**config.mk**
```make
export PLATFORM = sky130hd
export DESIGN_NAME = conv_net_sequencer_flat
export DESIGN_NICKNAME = d
export VERILOG_FILES = /design/src/rtl/conv_net_sequencer_if.sv /design/src/rtl/conv_net_sequencer.sv /design/src/flat_wrapper.sv
export SDC_FILE = /design/constraint.sdc
export NUM_CORES = 1
export LEC_CHECK = 0
export BUFFER_PORTS_ARGS = -buffer_cell sky130_fd_sc_hd__buf_4
export CAP_MARGIN = 20
export CORE_MARGIN = 4
export CORE_UTILIZATION = 53
export DETAILED_ROUTE_END_ITERATION = 7
export GPL_TIMING_DRIVEN = 1
export PLACE_DENSITY_LB_ADDON = 0.08
export SETUP_SLACK_MARGIN = 0.4
export SLEW_MARGIN = 10
export SYNTH_ARGS = -nofsm -noshare
export SYNTH_HDL_FRONTEND = slang
export SYNTH_SLANG_ARGS = --single-unit
```
**constraint.sdc**
```tcl
create_clock -name clk -period 3.9 [get_ports clk]
set_input_delay 0.585 -clock clk [delete_from_list [all_inputs] [get_ports clk]]
set_output_delay 0.585 -clock clk [all_outputs]
set_load 0.02 [all_outputs]
```
**src/rtl/conv_net_sequencer_if.sv**
```systemverilog
// Stream handshakes of the conv-net sequencer: the sample-accept side
// (in_v/in_ready) and the registered result side (out_d/out_v/out_ready).
interface conv_net_sequencer_if #(
  parameter int W    = 16,
  parameter int N_CH = 4
);
  logic              in_v;
  logic              in_ready;
  logic [N_CH*W-1:0] out_d;
  logic              out_v;
  logic              out_ready;

  // Environment side: offers samples and consumes results.
  modport master (
    output in_v,
    output out_ready,
    input  in_ready,
    input  out_d,
    input  out_v
  );

  // Sequencer side: accepts samples and presents results.
  modport slave (
    input  in_v,
    input  out_ready,
    output in_ready,
    output out_d,
    output out_v
  );
endinterface

```
**src/rtl/conv_net_sequencer.sv**
```systemverilog
// Control sequencer for a stack of dilated causal conv layers: shifts one
// input sample in, starts each layer in turn, strobes the activation cache
// between layers, and holds the final result under a valid/ready handshake.
// A per-layer watchdog traps stalled layers in a sticky ERROR state.
module conv_net_sequencer #(
  parameter int W        = 16,
  parameter int N_CH     = 4,
  parameter int N_LAYERS = 3,
  parameter int TIMEOUT  = 255,
  parameter int CNT_W    = 16
) (
  input  logic                        clk,
  input  logic                        rst,
  conv_net_sequencer_if.slave         io,
  output logic                        lsb_en,
  output logic [N_LAYERS-1:0]         conv_start,
  input  logic [N_LAYERS-1:0]         conv_done,
  output logic [N_LAYERS-2:0]         ac_en,
  input  logic [N_CH*W-1:0]           res_d,
  output logic                        busy,
  output logic                        err,
  output logic [$clog2(N_LAYERS)-1:0] cur_layer,
  output logic [CNT_W-1:0]            sample_cnt
);

  localparam int LW   = $clog2(N_LAYERS);
  localparam int WD_W = (TIMEOUT > 0) ? $clog2(TIMEOUT + 1) : 1;

  localparam logic [LW-1:0]       LAST     = LW'(N_LAYERS - 1);
  localparam logic [WD_W-1:0]     WD_LIMIT = WD_W'(TIMEOUT);
  localparam logic [N_LAYERS-1:0] CS_ONE   = {{(N_LAYERS-1){1'b0}}, 1'b1};
  localparam logic [N_LAYERS-2:0] AC_ONE   = CS_ONE[N_LAYERS-2:0];

  typedef enum logic [2:0] {
    ST_IDLE   = 3'd0,
    ST_SHIFT  = 3'd1,
    ST_START  = 3'd2,
    ST_RUN    = 3'd3,
    ST_CACHE  = 3'd4,
    ST_OUTPUT = 3'd5,
    ST_ERROR  = 3'd6
  } state_t;

  state_t              state_q, state_d;
  logic [LW-1:0]       layer_q, layer_d;
  logic [WD_W-1:0]     wd_q, wd_d;
  logic                in_ready_q, in_ready_d;
  logic                lsb_en_q, lsb_en_d;
  logic [N_LAYERS-1:0] conv_start_q, conv_start_d;
  logic [N_LAYERS-2:0] ac_en_q, ac_en_d;
  logic [N_CH*W-1:0]   out_d_q, out_d_d;
  logic                out_v_q, out_v_d;
  logic                busy_q, busy_d;
  logic                err_q, err_d;
  logic [CNT_W-1:0]    cnt_q, cnt_d;
  logic                cur_done_s;
  logic [WD_W-1:0]     wd_inc_s;

  // Only the done bit of the layer currently being sequenced matters.
  assign cur_done_s = |(conv_done & (CS_ONE << layer_q));
  assign wd_inc_s   = wd_q + 1'b1;

  // Next-state and next-output logic; strobes are computed for the state being entered.
  always_comb begin
    state_d      = state_q;
    layer_d      = layer_q;
    wd_d         = wd_q;
    in_ready_d   = 1'b0;
    lsb_en_d     = 1'b0;
    conv_start_d = '0;
    ac_en_d      = '0;
    out_d_d      = out_d_q;
    out_v_d      = out_v_q;
    err_d        = err_q;
    cnt_d        = cnt_q;
    case (state_q)
      ST_IDLE: begin
        layer_d = '0;
        if (io.in_v) begin
          state_d  = ST_SHIFT;
          lsb_en_d = 1'b1;
        end else begin
          in_ready_d = 1'b1;
        end
      end
      ST_SHIFT: begin
        layer_d      = '0;
        wd_d         = '0;
        conv_start_d = CS_ONE;
        state_d      = ST_START;
      end
      ST_START: begin
        wd_d    = '0;
        state_d = ST_RUN;
      end
      ST_RUN: begin
        if (cur_done_s) begin
          if (layer_q == LAST) begin
            out_d_d = res_d;
            out_v_d = 1'b1;
            cnt_d   = cnt_q + 1'b1;
            state_d = ST_OUTPUT;
          end else begin
            ac_en_d = AC_ONE << layer_q;
            state_d = ST_CACHE;
          end
        end else begin
          wd_d = wd_inc_s;
          if ((TIMEOUT != 0) && (wd_inc_s == WD_LIMIT)) begin
            err_d   = 1'b1;
            state_d = ST_ERROR;
          end else begin
            state_d = ST_RUN;
          end
        end
      end
      ST_CACHE: begin
        layer_d      = layer_q + 1'b1;
        wd_d         = '0;
        conv_start_d = CS_ONE << (layer_q + 1'b1);
        state_d      = ST_START;
      end
      ST_OUTPUT: begin
        if (io.out_ready) begin
          out_v_d    = 1'b0;
          in_ready_d = 1'b1;
          layer_d    = '0;
          state_d    = ST_IDLE;
        end else begin
          out_v_d = 1'b1;
        end
      end
      ST_ERROR: begin
        err_d   = 1'b1;
        out_v_d = 1'b0;
        state_d = ST_ERROR;
      end
      default: begin
        in_ready_d = 1'b1;
        layer_d    = '0;
        out_v_d    = 1'b0;
        state_d    = ST_IDLE;
      end
    endcase
    busy_d = (state_d != ST_IDLE) && (state_d != ST_ERROR);
  end

  // State and registered outputs; everything returns to idle on reset.
  always_ff @(posedge clk or negedge rst) begin
    if (!rst) begin
      state_q      <= ST_IDLE;
      layer_q      <= '0;
      wd_q         <= '0;
      in_ready_q   <= 1'b1;
      lsb_en_q     <= 1'b0;
      conv_start_q <= '0;
      ac_en_q      <= '0;
      out_d_q      <= '0;
      out_v_q      <= 1'b0;
      busy_q       <= 1'b0;
      err_q        <= 1'b0;
      cnt_q        <= '0;
    end else begin
      state_q      <= state_d;
      layer_q      <= layer_d;
      wd_q         <= wd_d;
      in_ready_q   <= in_ready_d;
      lsb_en_q     <= lsb_en_d;
      conv_start_q <= conv_start_d;
      ac_en_q      <= ac_en_d;
      out_d_q      <= out_d_d;
      out_v_q      <= out_v_d;
      busy_q       <= busy_d;
      err_q        <= err_d;
      cnt_q        <= cnt_d;
    end
  end

  assign io.in_ready  = in_ready_q;
  assign io.out_d     = out_d_q;
  assign io.out_v     = out_v_q;
  assign lsb_en       = lsb_en_q;
  assign conv_start   = conv_start_q;
  assign ac_en        = ac_en_q;
  assign busy         = busy_q;
  assign err          = err_q;
  assign cur_layer    = layer_q;
  assign sample_cnt   = cnt_q;

endmodule

```
**src/flat_wrapper.sv**
```systemverilog
// flat-port wrapper written by rule: the top's interface ports become plain ports
module conv_net_sequencer_flat 
#(
  parameter int W        = 16,
  parameter int N_CH     = 4,
  parameter int N_LAYERS = 3,
  parameter int TIMEOUT  = 255,
  parameter int CNT_W    = 16
)
  (clk, rst, lsb_en, conv_start, conv_done, ac_en, res_d, busy, err, cur_layer, sample_cnt, io_in_v, io_out_ready, io_in_ready, io_out_d, io_out_v);
  conv_net_sequencer_if #(.W(W), .N_CH(N_CH)) io_i ();
  input  logic clk;
  input  logic rst;
  output logic lsb_en;
  output logic [N_LAYERS-1:0] conv_start;
  input  logic [N_LAYERS-1:0] conv_done;
  output logic [N_LAYERS-2:0] ac_en;
  input  logic [N_CH*W-1:0] res_d;
  output logic busy;
  output logic err;
  output logic [$clog2(N_LAYERS)-1:0] cur_layer;
  output logic [CNT_W-1:0] sample_cnt;
  input wire logic [$bits(io_i.in_v)-1:0] io_in_v;
  input wire logic [$bits(io_i.out_ready)-1:0] io_out_ready;
  output wire logic [$bits(io_i.in_ready)-1:0] io_in_ready;
  output wire logic [$bits(io_i.out_d)-1:0] io_out_d;
  output wire logic [$bits(io_i.out_v)-1:0] io_out_v;
  assign io_i.in_v = io_in_v;
  assign io_i.out_ready = io_out_ready;
  assign io_in_ready = io_i.in_ready;
  assign io_out_d = io_i.out_d;
  assign io_out_v = io_i.out_v;
  conv_net_sequencer #(.W(W), .N_CH(N_CH), .N_LAYERS(N_LAYERS), .TIMEOUT(TIMEOUT), .CNT_W(CNT_W)) u_core (.clk(clk), .rst(rst), .io(io_i), .lsb_en(lsb_en), .conv_start(conv_start), .conv_done(conv_done), .ac_en(ac_en), .res_d(res_d), .busy(busy), .err(err), .cur_layer(cur_layer), .sample_cnt(sample_cnt));
endmodule
```
== Yosys cells after proc, flatten, opt, wreduce, memory -nomap -nowiden ==
Cells that the tools add are included.

* $add $sub $neg: 3
* Equal/unequal tests: 14
* Shift operators: 3
* Multiplexer cells: 26
* Bitwise gates (word level): 3
* Reduce and logical (&&, ||, !) cells: 16

{| class="wikitable"
|+ Operators by type and width
! operator !! count
|-
| $pmux 3 s6 || 1
|-
| $add 16x1->16 const B || 1
|-
| $pmux 8 s2 || 1
|-
| $mux 3 || 4
|-
| $mux 1 || 10
|-
| $eq 3x3->1 const B || 3
|-
| $reduce_and 3->1 || 3
|-
| $reduce_or 3->1 || 3
|-
| $add 8x1->8 const B || 1
|-
| $eq 8x8->1 const B || 1
|-
| $mux 2 || 4
|-
| $mux 8 || 1
|-
| $eq 3x2->1 const B || 2
|-
| $ne 2x1->1 const B || 3
|-
| $pmux 1 s3 || 2
|-
| $pmux 2 s3 || 1
|-
| $pmux 3 s2 || 1
|-
| $shl 1x2->3 const A || 2
|-
| $reduce_or 5->1 || 1
|-
| $ne 2x2->1 const B || 2
|-
| $reduce_and 2->1 || 2
|-
| $reduce_bool 2->1 || 2
|-
| $reduce_or 4->1 || 1
|-
| $and 3x3->3 || 1
|-
| 11 further kinds || 12
|}

* Flip-flop bits (word level): 103
* Input bits: 71
* Output and inout port bits: 92
* Logic and storage cells: 77

== Longest topological paths before layout ==
* Depth in word-level cells: 7
* Depth in mapped cells: 9
* Gate-level depth less buffers: 7

== Worst setup path after synthesis ==
Ideal clock, no wire load.

* Kind: register to register
* From: reg u_core.layer_q[0], in the netlist u_core.cur_layer[0]
* To: reg u_core.cnt_q[10], in the netlist u_core.sample_cnt[10]
* Library setup time: 131 ps
* Data arrival time: 2010 ps
* Data required time: 3769 ps
* Path slack: 1759 ps
* Cell stages (with the launch flop): 9
* Buffers on the path: 1
* Period minus slack after synthesis: 2141 ps
* Path through: dfrtp_1 > inv_1 > ha_1 > a222oi_1 > nor3b_1 > buf_4 > and3_1 > and3_1 > xor2_1

* Cells in the longest elaborated chain, start to end: 4
* Elaborated cells between the ends (all ways): 5
* Those cells by class: 1 x eq/ne; 1 x shift; 1 x bitwise; 2 x reduce/logical

{| class="wikitable"
|+ RTL lines
! item !! line !! RTL
|-
| start, declared || conv_net_sequencer.sv:45 || <nowiki>logic [LW-1:0] layer_q, layer_d;</nowiki>
|-
| start signal, assigned || conv_net_sequencer.sv:165 || <nowiki>layer_q <= layer_d;</nowiki>
|-
| $shl 1x2->3 || conv_net_sequencer.sv:60 || <nowiki>assign cur_done_s = |(conv_done & (CS_ONE << layer_q));</nowiki>
|-
| $and 3x3->3 || conv_net_sequencer.sv:60 ||
|-
| $reduce_or 3->1 || conv_net_sequencer.sv:60 ||
|-
| $reduce_and 3->1 (no source line) (*) || n/a ||
|-
| end signal, assigned || conv_net_sequencer.sv:175 || <nowiki>cnt_q <= cnt_d;</nowiki>
|-
| end, declared || conv_net_sequencer.sv:55 || <nowiki>logic [CNT_W-1:0] cnt_q, cnt_d;</nowiki>
|}

Mark *: on every way between the ends. The rest lies on a longest branch, timed or not.
A chain may end at the register's enable or synchronous reset.

== Worst setup path in the final report ==
* From: reg u_core.layer_q[0], in the netlist u_core.cur_layer[0]
* To: reg u_core.cnt_q[15], in the netlist u_core.sample_cnt[15]

The elaborated chain is that of the path after synthesis.

==> run_results.csv <==
group,metric,value,unit
setup_path,crit_arrival,2900,ps
synth,synth_nets,411,
timing,worstMarginPinSlew,805.9,ps
power,p_leak,3.082,nW
floorplan,die_h,98.31,µm
cells_and_area,final_common_cell,"buf_4",
job,drv_cap,0,
cts,clk_path_buf_depth,2,
min_path,hp-class,"in2async",
power,p_int,0.002690,W
placed_design,io_buffers,162,
placed_design,dpl_cell_area,5627,µm²
route,wl,10400,µm
global_route,grt_usage,0.2156,
synth,synth_seq_cells,103,
timing,fin_skew,11.95,ps
floorplan,ioPinCount,163,
power,power.density,727.9,nW/µm²
timing,timing.final.crit_period,2614,ps
synth,synth_area,4323,µm²
timing,grt_setup_unrepaired,"no",
cells_and_area,final_area,5858,µm²
cts,postCtsSetupBuffers,0,
cells_and_area,utilization,0.7465,
cts,cts_tree,"yes",
synth,yosys_warnings,0,
floorplan,fp-row-count,32,
cts,insertion_delay,350,ps
setup_path,crit_path_start_kind,"flip-flop",
cts,cts_sinks,103,
timing,setup_viol,0,
global_route,gr-total-overflow,0,
global_route,grt_pass1_vias,3274,
cells_and_area,fill_cells,541,
cells_and_area,synthToLayoutAreaGrowth,35.51,%
cts,numCtsBuffers,9,
synth,avgSynthCellArea,13.02,µm²
setup_path,required,4180,ps
cts,clk_pin_slew,100,ps
placed_design,finalWeightedCongestion,0.8511,
synth,synth_edf_count,0,
global_route,grt_first_pass_wirelength,16820,µm
timing,hold_violations,0,
setup_path,endpoint_kind,"flip-flop",
placed_design,dp.cells,587,
setup_path,cp_slowest_cell,"buf_4",
route,final_antenna_net_count,0,
cts,hold_buffers,0,
route,vias_per_cell,5.294,
timing,max_freq,0.3826,GHz
timing,slew_headroom,0.4627,
synth,seq_area_frac_synth,0.5965,
cells_and_area,finish.cell_count_without_fillers,603,
cts,root_buffer,"clkbuf_8",
setup_path,cp_cell_sequence,"inv_1, ha_1, a222oi_1, buf_4, nor3b_2, buf_4, nand4_4, nor4_2, xor2_1",
synth,ys_types,40,
setup_path,path_class,"reg2reg",
timing,setup-tns-final,0,ps
cts,cts_max_level,3,
power,total_power,0.004264,W
floorplan,start_util,0.5509,
timing,slew_violations,0,
cells_and_area,final_cell_mix,"165 x buf_4, 102 x dfrtp_1, 65 x mux2_2",
power,combPwrFrac,0.422,
cells_and_area,drive_gt1_frac,0.5050,
power,switching_share,0.3692,
global_route,grt_max_degree,91,
cells_and_area,diodes,0,
setup_path,reg2reg_slack,1290,ps
synth,netlist_instances,332,
floorplan,core_region_area,7848,µm²
global_route,antenna_found_initial,0,
power,p_seq_frac,0.402,
timing,finalCritPeriodShare,0.6702,
status,status,"finished clean",
setup_path,critPathMaxFanout,39,
synth,synth_ff_type,"dfrtp_1",
power,ir_drop,0.0003796,V
setup_path,cpMostUsedCell,"buf_4",
floorplan,die-area,9665,µm²
cells_and_area,ff_latch_area,2579,µm²
cts,cts_resized,0,
route,vias,3192,
cells_and_area,multi_input_area,1637,µm²
synth,synthArstFlopShare,1.000,
cells_and_area,fin_nets,575,
setup_path,max_stage_delay,480,ps
power,p_sw,0.001574,W
route,drtPass1Iterations,4,
route,wire_per_inst,17.25,µm
route,drc,0,
placed_design,dp_hpwl,7736,µm
power,p_clk_frac,0.176,
route,drtIter0Drc,64,
floorplan,die_x,98.31,µm
cell usage after synthesis (2+ instances only):
master	instances	area (µm²)
nand3_1	13	65.06
nand2_1	10	37.54
and2_1	3	18.77
buf_2	6	30.03
clkbuf_1	3	11.26
o31ai_1	4	30.03
xor2_1	8	70.07
dfrtp_1	102	2552
o22ai_1	2	12.51
inv_1	10	37.54
o21ai_0	19	95.09
a21oi_1	11	55.05
buf_4	3	22.52
mux2_2	65	732.0
nor3b_1	2	15.01
nor3_1	7	35.03
nand3b_1	3	22.52
a21o_1	2	15.01
xnor2_1	8	70.07
ha_1	8	100.1
nor2_1	17	63.81
and3_1	8	50.05
worst paths after layout:
path | cells after the start | from | endpoint
worst max-delay path | 9 | u_core.cur_layer[0]$_DFFE_PN0P_ | u_core.sample_cnt[15]$_DFFE_PN0P_
worst min-delay path | 1 | rst | u_core.sample_cnt[9]$_DFFE_PN0P_
worst max register to register | 9 | u_core.cur_layer[0]$_DFFE_PN0P_ | u_core.sample_cnt[15]$_DFFE_PN0P_
worst min register to register | 1 | u_core.sample_cnt[15]$_DFFE_PN0P_ | u_core.sample_cnt[15]$_DFFE_PN0P_
max in group asynchronous | 2 | rst | u_core.sample_cnt[6]$_DFFE_PN0P_
min in group clk | 2 | io_in_v | u_core.io.in_ready$_DFF_PN1_
per-layer routing:
metal  GRT usage  routed length, µm  vias up
li1            -                  -     1509
met1      0.2812               4351     1558
met2      0.3619               5273      111
met3     0.05071                593       14
met4     0.06092                184        0
met5           0                  0        -
layout make-up:
class,instances,share of cell area
Timing Repair Buffer,166,0.2134
Multi-Input combinational cell,206,0.2794
Tap cell,102,0.02179
Clock buffer,10,0.02349
Inverter,10,0.006408
Clock inverter,6,0.01538
Sequential cell,103,0.4402
cells by family (layout without fill, tap and decap cells):
group / Yosys count / after routing / synth area share
and+or+nand+nor: 73 / 73 / 0.09233
muxes: 65 / 65 / 0.1693
xor gates and xnor gates: 16 / 16 / 0.03242
AOI/OAI and AO/OA: 44 / 44 / 0.06020
adders and majority gates: 8 / 8 / 0.02316
DFF: 103 / 103 / 0.5965
buffers and inverters: 23 / 192 / 0.02605
critical path: cells and delay by family (launching register included):
family	cells	cell delay [ps]
flops	1	450
xor+xnor	1	170
fa+ha+maj	1	230
buf+inv	3	830
simple gates	3	760
compound gates	1	100
power groups by stage:
stage               Clock, W  Sequential (W)  Combinational [W]
floorplan                  0         0.00215           0.000546
global placement           0         0.00172            0.00178
detailed placement         0         0.00174            0.00182
CTS                 0.000770         0.00172            0.00182
global route        0.000817         0.00178            0.00192
finish              0.000749         0.00172            0.00180
registers in the layout (all words and copies together), names as in the netlist:
name and cells:
u_core.ac_en 2, u_core.busy 1, u_core.conv_start 3, u_core.cur_layer 2
u_core.err 1, u_core.io.in_ready 1, u_core.io.out_d 64, u_core.io.out_v 1
u_core.lsb_en 1, u_core.sample_cnt 16, u_core.state_q 3, u_core.wd_q 8
through the flow:
step	hold WS, ps	worst slack, ps
finish	285.6	1286
global route	335.1	1101
CTS	379.7	1262
detailed placement	461.1	1290
global placement	468.3	1465
floorplan	289.4	1759
(Power assumes the default switching activity.)
